--- src/rtl/ship_plotter_if.sv ---
// Request/VGA-write bundle between the ship logic, the plotter and the 160x120 VGA adapter.
interface ship_plotter_if;
  logic       plot_req;
  logic [7:0] ship_x;
  logic [6:0] ship_y;
  logic       visible;
  logic       busy;
  logic       done;
  logic [7:0] vga_x;
  logic [6:0] vga_y;
  logic [2:0] vga_colour;
  logic       vga_write;

  modport master (
    output plot_req, ship_x, ship_y, visible,
    input  busy, done, vga_x, vga_y, vga_colour, vga_write
  );

  modport slave (
    input  plot_req, ship_x, ship_y, visible,
    output busy, done, vga_x, vga_y, vga_colour, vga_write
  );
endinterface

--- src/rtl/ship_plotter.sv ---
// Erases the sprite box at the last drawn position, then draws it at the new one, one pixel/cycle.
// Optional SHIP_PLOTTER_SHAPE_EN swaps the solid draw box for a fixed 4x4 ship mask.
module ship_plotter #(
  parameter int         SPRITE_W    = 4,
  parameter int         SPRITE_H    = 4,
  parameter int         SCREEN_W    = 160,
  parameter int         SCREEN_H    = 120,
  parameter logic [2:0] SHIP_COLOUR = 3'b111,
  parameter logic [2:0] BG_COLOUR   = 3'b000
) (
  input logic           clk,
  input logic           reset,
  ship_plotter_if.slave bus
);

  typedef enum logic [1:0] {IDLE, ERASE, DRAW, FIN} state_t;

  localparam logic [2:0] LAST_COL = 3'(SPRITE_W - 1);
  localparam logic [2:0] LAST_ROW = 3'(SPRITE_H - 1);

  state_t     state, state_nxt;
  logic [2:0] col, col_nxt;
  logic [2:0] row, row_nxt;
  logic [7:0] new_x, new_x_nxt, old_x, old_x_nxt;
  logic [6:0] new_y, new_y_nxt, old_y, old_y_nxt;
  logic       new_vis, new_vis_nxt;
  logic       old_valid, old_valid_nxt;
  logic       busy_r, busy_nxt;
  logic       done_r, done_nxt;
  logic       write_r, write_nxt;
  logic [7:0] x_r, x_nxt;
  logic [6:0] y_r, y_nxt;
  logic [2:0] colour_r, colour_nxt;
  logic       last_col, last_pix;

  // Single conditional subtraction; the 9-bit sum is compared before any truncation.
  function automatic logic [7:0] wrap_x(input logic [7:0] base, input logic [2:0] off);
    logic [8:0] s;
    s = {1'b0, base} + {6'b0, off};
    if (s >= 9'(SCREEN_W)) s = s - 9'(SCREEN_W);
    return s[7:0];
  endfunction

  function automatic logic [6:0] wrap_y(input logic [6:0] base, input logic [2:0] off);
    logic [7:0] s;
    s = {1'b0, base} + {5'b0, off};
    if (s >= 8'(SCREEN_H)) s = s - 8'(SCREEN_H);
    return s[6:0];
  endfunction

`ifdef SHIP_PLOTTER_SHAPE_EN
  generate
    if (SPRITE_W != 4 || SPRITE_H != 4) begin : g_shape_size_check
      $error("ship_plotter: shape mask needs a 4x4 sprite");
    end
  endgenerate

  // Row-major mask, MSB of each row is column 0.
  localparam logic [3:0] SHAPE_ROWS [4] = '{4'b0110, 4'b1111, 4'b1111, 4'b1001};

  function automatic logic [2:0] draw_colour(input logic [2:0] r, input logic [2:0] c);
    logic [1:0] bit_sel;
    bit_sel = 2'd3 - c[1:0];
    return SHAPE_ROWS[r[1:0]][bit_sel] ? SHIP_COLOUR : BG_COLOUR;
  endfunction
`else
  function automatic logic [2:0] draw_colour(input logic [2:0] r, input logic [2:0] c);
    return (r <= LAST_ROW && c <= LAST_COL) ? SHIP_COLOUR : BG_COLOUR;
  endfunction
`endif

  assign last_col = (col == LAST_COL);
  assign last_pix = last_col && (row == LAST_ROW);

  always_ff @(posedge clk) begin
    if (reset) begin
      state     <= IDLE;
      col       <= '0;
      row       <= '0;
      new_x     <= '0;
      new_y     <= '0;
      new_vis   <= 1'b0;
      old_x     <= '0;
      old_y     <= '0;
      old_valid <= 1'b0;
      busy_r    <= 1'b0;
      done_r    <= 1'b0;
      write_r   <= 1'b0;
      x_r       <= '0;
      y_r       <= '0;
      colour_r  <= BG_COLOUR;
    end else begin
      state     <= state_nxt;
      col       <= col_nxt;
      row       <= row_nxt;
      new_x     <= new_x_nxt;
      new_y     <= new_y_nxt;
      new_vis   <= new_vis_nxt;
      old_x     <= old_x_nxt;
      old_y     <= old_y_nxt;
      old_valid <= old_valid_nxt;
      busy_r    <= busy_nxt;
      done_r    <= done_nxt;
      write_r   <= write_nxt;
      x_r       <= x_nxt;
      y_r       <= y_nxt;
      colour_r  <= colour_nxt;
    end
  end

  always_comb begin
    state_nxt     = state;
    col_nxt       = col;
    row_nxt       = row;
    new_x_nxt     = new_x;
    new_y_nxt     = new_y;
    new_vis_nxt   = new_vis;
    old_x_nxt     = old_x;
    old_y_nxt     = old_y;
    old_valid_nxt = old_valid;
    busy_nxt      = busy_r;
    done_nxt      = 1'b0;
    write_nxt     = 1'b0;
    x_nxt         = x_r;
    y_nxt         = y_r;
    colour_nxt    = colour_r;

    unique case (state)
      IDLE: begin
        busy_nxt = 1'b0;
        if (bus.plot_req) begin
          new_x_nxt   = wrap_x(bus.ship_x, 3'd0);
          new_y_nxt   = wrap_y(bus.ship_y, 3'd0);
          new_vis_nxt = bus.visible;
          busy_nxt    = 1'b1;
          col_nxt     = '0;
          row_nxt     = '0;
          if (old_valid)        state_nxt = ERASE;
          else if (bus.visible) state_nxt = DRAW;
          else                  state_nxt = FIN;
        end
      end
      ERASE: begin
        busy_nxt   = 1'b1;
        write_nxt  = 1'b1;
        x_nxt      = wrap_x(old_x, col);
        y_nxt      = wrap_y(old_y, row);
        colour_nxt = BG_COLOUR;
        if (last_pix) state_nxt = new_vis ? DRAW : FIN;
      end
      DRAW: begin
        busy_nxt   = 1'b1;
        write_nxt  = 1'b1;
        x_nxt      = wrap_x(new_x, col);
        y_nxt      = wrap_y(new_y, row);
        colour_nxt = draw_colour(row, col);
        if (last_pix) state_nxt = FIN;
      end
      FIN: begin
        busy_nxt      = 1'b0;
        done_nxt      = 1'b1;
        old_x_nxt     = new_x;
        old_y_nxt     = new_y;
        old_valid_nxt = new_vis;
        state_nxt     = IDLE;
      end
      default: state_nxt = IDLE;
    endcase

    // Row-major walk; wraps to 0,0 so the next box starts clean.
    if (state == ERASE || state == DRAW) begin
      if (last_col) begin
        col_nxt = '0;
        row_nxt = last_pix ? 3'd0 : row + 3'd1;
      end else begin
        col_nxt = col + 3'd1;
      end
    end
  end

  assign bus.busy       = busy_r;
  assign bus.done       = done_r;
  assign bus.vga_write  = write_r;
  assign bus.vga_x      = x_r;
  assign bus.vga_y      = y_r;
  assign bus.vga_colour = colour_r;

endmodule

--- src/flat_wrapper.sv ---
// flat-port wrapper written by rule: the top's interface ports become plain ports
module ship_plotter_flat 
#(
  parameter int         SPRITE_W    = 4,
  parameter int         SPRITE_H    = 4,
  parameter int         SCREEN_W    = 160,
  parameter int         SCREEN_H    = 120,
  parameter logic [2:0] SHIP_COLOUR = 3'b111,
  parameter logic [2:0] BG_COLOUR   = 3'b000
)
  (clk, reset, bus_plot_req, bus_ship_x, bus_ship_y, bus_visible, bus_busy, bus_done, bus_vga_x, bus_vga_y, bus_vga_colour, bus_vga_write);
  ship_plotter_if bus_i ();
  input logic clk;
  input logic reset;
  input wire logic [$bits(bus_i.plot_req)-1:0] bus_plot_req;
  input wire logic [$bits(bus_i.ship_x)-1:0] bus_ship_x;
  input wire logic [$bits(bus_i.ship_y)-1:0] bus_ship_y;
  input wire logic [$bits(bus_i.visible)-1:0] bus_visible;
  output wire logic [$bits(bus_i.busy)-1:0] bus_busy;
  output wire logic [$bits(bus_i.done)-1:0] bus_done;
  output wire logic [$bits(bus_i.vga_x)-1:0] bus_vga_x;
  output wire logic [$bits(bus_i.vga_y)-1:0] bus_vga_y;
  output wire logic [$bits(bus_i.vga_colour)-1:0] bus_vga_colour;
  output wire logic [$bits(bus_i.vga_write)-1:0] bus_vga_write;
  assign bus_i.plot_req = bus_plot_req;
  assign bus_i.ship_x = bus_ship_x;
  assign bus_i.ship_y = bus_ship_y;
  assign bus_i.visible = bus_visible;
  assign bus_busy = bus_i.busy;
  assign bus_done = bus_i.done;
  assign bus_vga_x = bus_i.vga_x;
  assign bus_vga_y = bus_i.vga_y;
  assign bus_vga_colour = bus_i.vga_colour;
  assign bus_vga_write = bus_i.vga_write;
  ship_plotter #(.SPRITE_W(SPRITE_W), .SPRITE_H(SPRITE_H), .SCREEN_W(SCREEN_W), .SCREEN_H(SCREEN_H), .SHIP_COLOUR(SHIP_COLOUR), .BG_COLOUR(BG_COLOUR)) u_core (.clk(clk), .reset(reset), .bus(bus_i));
endmodule
--- config.mk ---
export PLATFORM = sky130hd
export DESIGN_NAME = ship_plotter_flat
export DESIGN_NICKNAME = d
export VERILOG_FILES = /design/src/rtl/ship_plotter_if.sv /design/src/rtl/ship_plotter.sv /design/src/flat_wrapper.sv
export SDC_FILE = /design/constraint.sdc
export NUM_CORES = 1
export LEC_CHECK = 0
export ABC_AREA = 1
export CAP_MARGIN = 20
export CORE_ASPECT_RATIO = 1.5
export CORE_MARGIN = 4
export CORE_UTILIZATION = 40
export DETAILED_ROUTE_END_ITERATION = 7
export PLACE_DENSITY = 0.72
export SLEW_MARGIN = 20
export SYNTH_ARGS = -nofsm -noshare
export SYNTH_HDL_FRONTEND = slang
export SYNTH_SLANG_ARGS = --single-unit
export TNS_END_PERCENT = 5
--- constraint.sdc ---
create_clock -name clk -period 2.8 [get_ports clk]
set_clock_uncertainty 0.1 [all_clocks]
set_input_delay 0.42 -clock clk [delete_from_list [all_inputs] [get_ports clk]]
set_output_delay 0.42 -clock clk [all_outputs]
set_load 0.02 [all_outputs]
==> run_results.csv, run 1 <==
group,metric,value,unit
critical_path,rr_worst_depth,15,
cells_and_area,area_growth,21.8,%
place,gp_congestion,0.954,
drt,drtIter0Drc,266,
floorplan,die-area,0.0111,mm²
critical_path,critical_path_class,"reg -> reg",
critical_path,path_cells,"ha_1 > inv_1 > fa_1 > inv_1 > nand2_1 > nand2_1 > nand2_1 > inv_1 > nand2_1 > nand2_1 > inv_1 > ha_1 > nand2_1 > nor3b_1 > nor2_1",
place,dp_slack,107,ps
cells_and_area,regArea,0.00119,mm²
cells_and_area,multiInputGateArea,0.00224,mm²
critical_path,critPathCaptureType,"register",
cells_and_area,antenna_cells,0,
place,port_buffers,39,
clock_network,worstSkewPairLatency,340,ps
critical_path,crit_fanout,6,
power_and_ir_drop,p_sw_share,42.1,%
logic_synthesis,synthArstFlopShare,0,%
min_path,hold_depth,2,
floorplan,start_util,41.0,%
floorplan,rows,43,
power_and_ir_drop,pwr-share-clk,25.5,%
critical_path,crit_required,2920,ps
drt,drt-wirelength-per-cell,14.6,µm
clock_network,cts_tree,"done",
floorplan,core,0.00925,mm²
drt,antenna_left,0,
cells_and_area,drive_above_1_share,9.34,%
drt,drt_pass1_iterations,5,
logic_synthesis,ys.flop_type,"dfxtp_1",
clock_network,cts_buffers,9,
critical_path,crit_slowest_cell,"dfxtp_1",
clock_network,clock_path_buffers,2,
cells_and_area,fin_cells,722,
logic_synthesis,synth-edff-count,0,
clock_network,clock-sinks,59,
drt,num_vias,3875,
floorplan,io_pins,40,
sta,setup_ws,207,ps
place,place_area,0.00428,mm²
floorplan,die_w,87.5,µm
sta,fin_crit,2590,ps
sta,period_share,92.6,%
global_route,grt_pass1_wl,17000,µm
critical_path,r2r-start,"u_core.row[0]",
cells_and_area,stdcell_area,0.00462,mm²
run,drv_cap,0,
drt,post-route-drc-count,0,
logic_synthesis,synthCells,567,
status,status,"complete, no violations",
logic_synthesis,yosysSeqAreaShare,31.2,%
drt,finalWirelength,10500,µm
sta,setup_viol,0,
global_route,grt_usage,19.6,%
min_path,hp-start,"u_core.bus.vga_y[6]",
power_and_ir_drop,total_power,4350,µW
global_route,grt_max_degree,45,
clock_network,h-tree-depth,3,
place,dpl.cell_count,707,
global_route,grt_pass1_vias,3853,
sta,finalHoldViolCount,0,
logic_synthesis,synth-seq-cells,59,
logic_synthesis,yosysWarningCount,0,
power_and_ir_drop,switching_power,1830,µW
critical_path,cp_slowest_stage_delay,440,ps
critical_path,critPathArrivalTime,2710,ps
floorplan,die-height,127,µm
power_and_ir_drop,peakVddDrop,0.497,mV
clock_network,postCtsSetupBuffers,0,
power_and_ir_drop,power_density,941,mW/mm²
logic_synthesis,synth_cell_types,35,
critical_path,crit_top_cell,"nand2_1",
sta,tightest_slew,573,ps
logic_synthesis,syn-num-nets,616,
place,dp_hpwl,7650,µm
critical_path,crit_buf_inv,4,
logic_synthesis,synth.avg_cell_area,6.69,µm²
global_route,antenna_found_initial,0,
cells_and_area,nFillCells,924,
min_path,hold_end,"u_core.bus.vga_y[6]",
logic_synthesis,netlist_area,0.00379,mm²
critical_path,start_kind,"register",
power_and_ir_drop,seqPwrFrac,29.6,%
global_route,globalRoute.totalOverflow,0,
power_and_ir_drop,p_leak,0.00219,µW
sta,report.final.slew_viol_count,0,
clock_network,cts_root_buf,"clkbuf_16",
sta,timing.fmax,386,MHz
power_and_ir_drop,p_comb_share,44.9,%
cells_and_area,fin_nets,655,
min_path,hold_class,"reg -> reg",
clock_network,path_clk_slew,50,ps
power_and_ir_drop,internal_power,2520,µW
drt,routed_via_density,5.37,
sta,slew_headroom,61.8,%
critical_path,crit_family,"adder cells",
critical_path,rrSetupSlack,210,ps
critical_path,reg2reg_to,"u_core.bus.vga_y[4]",
[Yosys cell counts, types with 4 or more instances]
| library cell | instances | area [µm²] |
|---|---|---|
| nand2_1 | 120 | 450 |
| inv_1 | 81 | 304 |
| nor2_1 | 61 | 229 |
| dfxtp_1 | 59 | 1180 |
| o21ai_0 | 56 | 280 |
| nand3_1 | 44 | 220 |
| a21oi_1 | 36 | 180 |
| ha_1 | 26 | 325 |
| clkbuf_1 | 12 | 45.0 |
| nand2_2 | 7 | 43.8 |
| a31oi_1 | 6 | 37.5 |
| nand4_1 | 6 | 37.5 |
| fa_1 | 4 | 80.1 |
| inv_2 | 4 | 15.0 |
| nand3_2 | 4 | 40.0 |
| nor2_2 | 4 | 25.0 |
| o211ai_1 | 4 | 30.0 |
[worst reg2reg max path, cell delays in order (launching register included)]
cell     delay (ps)
dfxtp_1         440
ha_1            240
inv_1            60
fa_1            350
inv_1            80
nand2_1          60
nand2_1          60
nand2_1          60
inv_1            90
nand2_1          60
nand2_1         110
inv_1            60
ha_1            280
nand2_1          60
nor3b_1         290
nor2_1           80
[cells by family (layout without fill, tap and decap cells)]
| logic type | count (synthesis) | after routing | share of synthesized area, % |
|---|---|---|---|
| fa+ha+maj | 30 | 30 | 10.7 |
| buf+inv | 102 | 145 | 10.6 |
| flops | 59 | 59 | 31.2 |
| compound gates | 114 | 114 | 16.5 |
| xor+xnor | 4 | 4 | 0.924 |
| simple gates | 258 | 258 | 30.1 |
[flip-flops by register name, indices dropped and copies added, names as in the netlist]
| register | cells |
|---|---|
| u_core.old_x | 8 |
| u_core.bus.vga_x | 8 |
| u_core.row | 3 |
| u_core.new_y | 7 |
| u_core.new_x | 8 |
| u_core.old_valid | 1 |
| u_core.bus.done | 1 |
| u_core.old_y | 7 |
| u_core.col | 3 |
| u_core.bus.busy | 1 |
| u_core.bus.vga_colour | 1 |
| u_core.new_vis | 1 |
| u_core.bus.vga_write | 1 |
| u_core.bus.vga_y | 7 |
| u_core.state | 2 |
[placed cells by master (no fill, tap or decap), drive strengths merged, types with 2 or more instances in the layout]
cell type and count:
clkdlybuf4s50 39, a21oi 39, clkbuf 13, o221ai 2
nor3 3, nand2 128, o211ai 4, xor2 3
nand3b 3, inv 85, nor2 68, buf 6
a211oi 3, a31oi 6, nand4 6, dfxtp 59
o21ai 57, nand3 48, ha 26, fa 4
[layout make-up]
type	instances	area share, %
multi-input cells	406	48.5
flip-flops and latches	59	25.7
repair buffers	45	9.43
inverters	85	6.91
clock buffers	13	5.64
well taps	112	3.04
clock inverters	2	0.759
[worst max-delay path by stage]
| stage | slack, ps | start | cells past startpoint | end |
|---|---|---|---|---|
| 6_report | 210 | u_core.row[0] | 15 | u_core.bus.vga_y[4] |
| 5_1_grt | -3 | u_core.col[0] | 18 | u_core.bus.vga_x[6] |
| 4_1_cts | 80 | u_core.col[0] | 18 | u_core.bus.vga_x[6] |
| 3_5_place_dp | 110 | u_core.col[0] | 18 | u_core.bus.vga_x[6] |
| 3_3_place_gp | 240 | u_core.col[0] | 20 | u_core.bus.vga_x[7] |
| 2_1_floorplan | 390 | u_core.col[0] | 20 | u_core.bus.vga_x[7] |
[stage by stage]
step           hold slack, ps  util (%)  TNS [ps]
2_1_floorplan             355         -         0
3_3_place_gp              375      46.3         0
3_5_place_dp              375      46.3         0
4_1_cts                   387      49.5         0
5_1_grt                   396      49.9     -2.85
6_report                  381      49.9         0
[power by group through the flow]
stage / clock [µW] / sequential [µW] / combinational [µW]
floorplan: 0 / 1340 / 1210
global placement: 0 / 1280 / 1860
detailed placement: 0 / 1290 / 1900
CTS: 1120 / 1280 / 1930
global route: 1160 / 1310 / 2180
finish: 1110 / 1290 / 1950
[what timing repair did]
action                     in CTS  in global routing
setup endpoints to repair       0                  3
hold buffers                    0                  0
resized for setup               0                 14
[layer usage]
| metal | track usage, % | up-vias | share of wire, % |
|---|---|---|---|
| li1 | - | 1922 | - |
| met1 | 19.0 | 1802 | 37 |
| met2 | 35.9 | 105 | 54 |
| met3 | 4.19 | 46 | 3.8 |
| met4 | 13.4 | 0 | 5.7 |
| met5 | 0 | - | 0 |
Power figures use the tool's default switching activity.
==> inputs of run 2 (changes only) <==
Settings changed: ABC_CLOCK_PERIOD_IN_PS set to 2800.
==> results of run 2 <==
No change in the layout: final DEF, timing and power equal those of run 1.
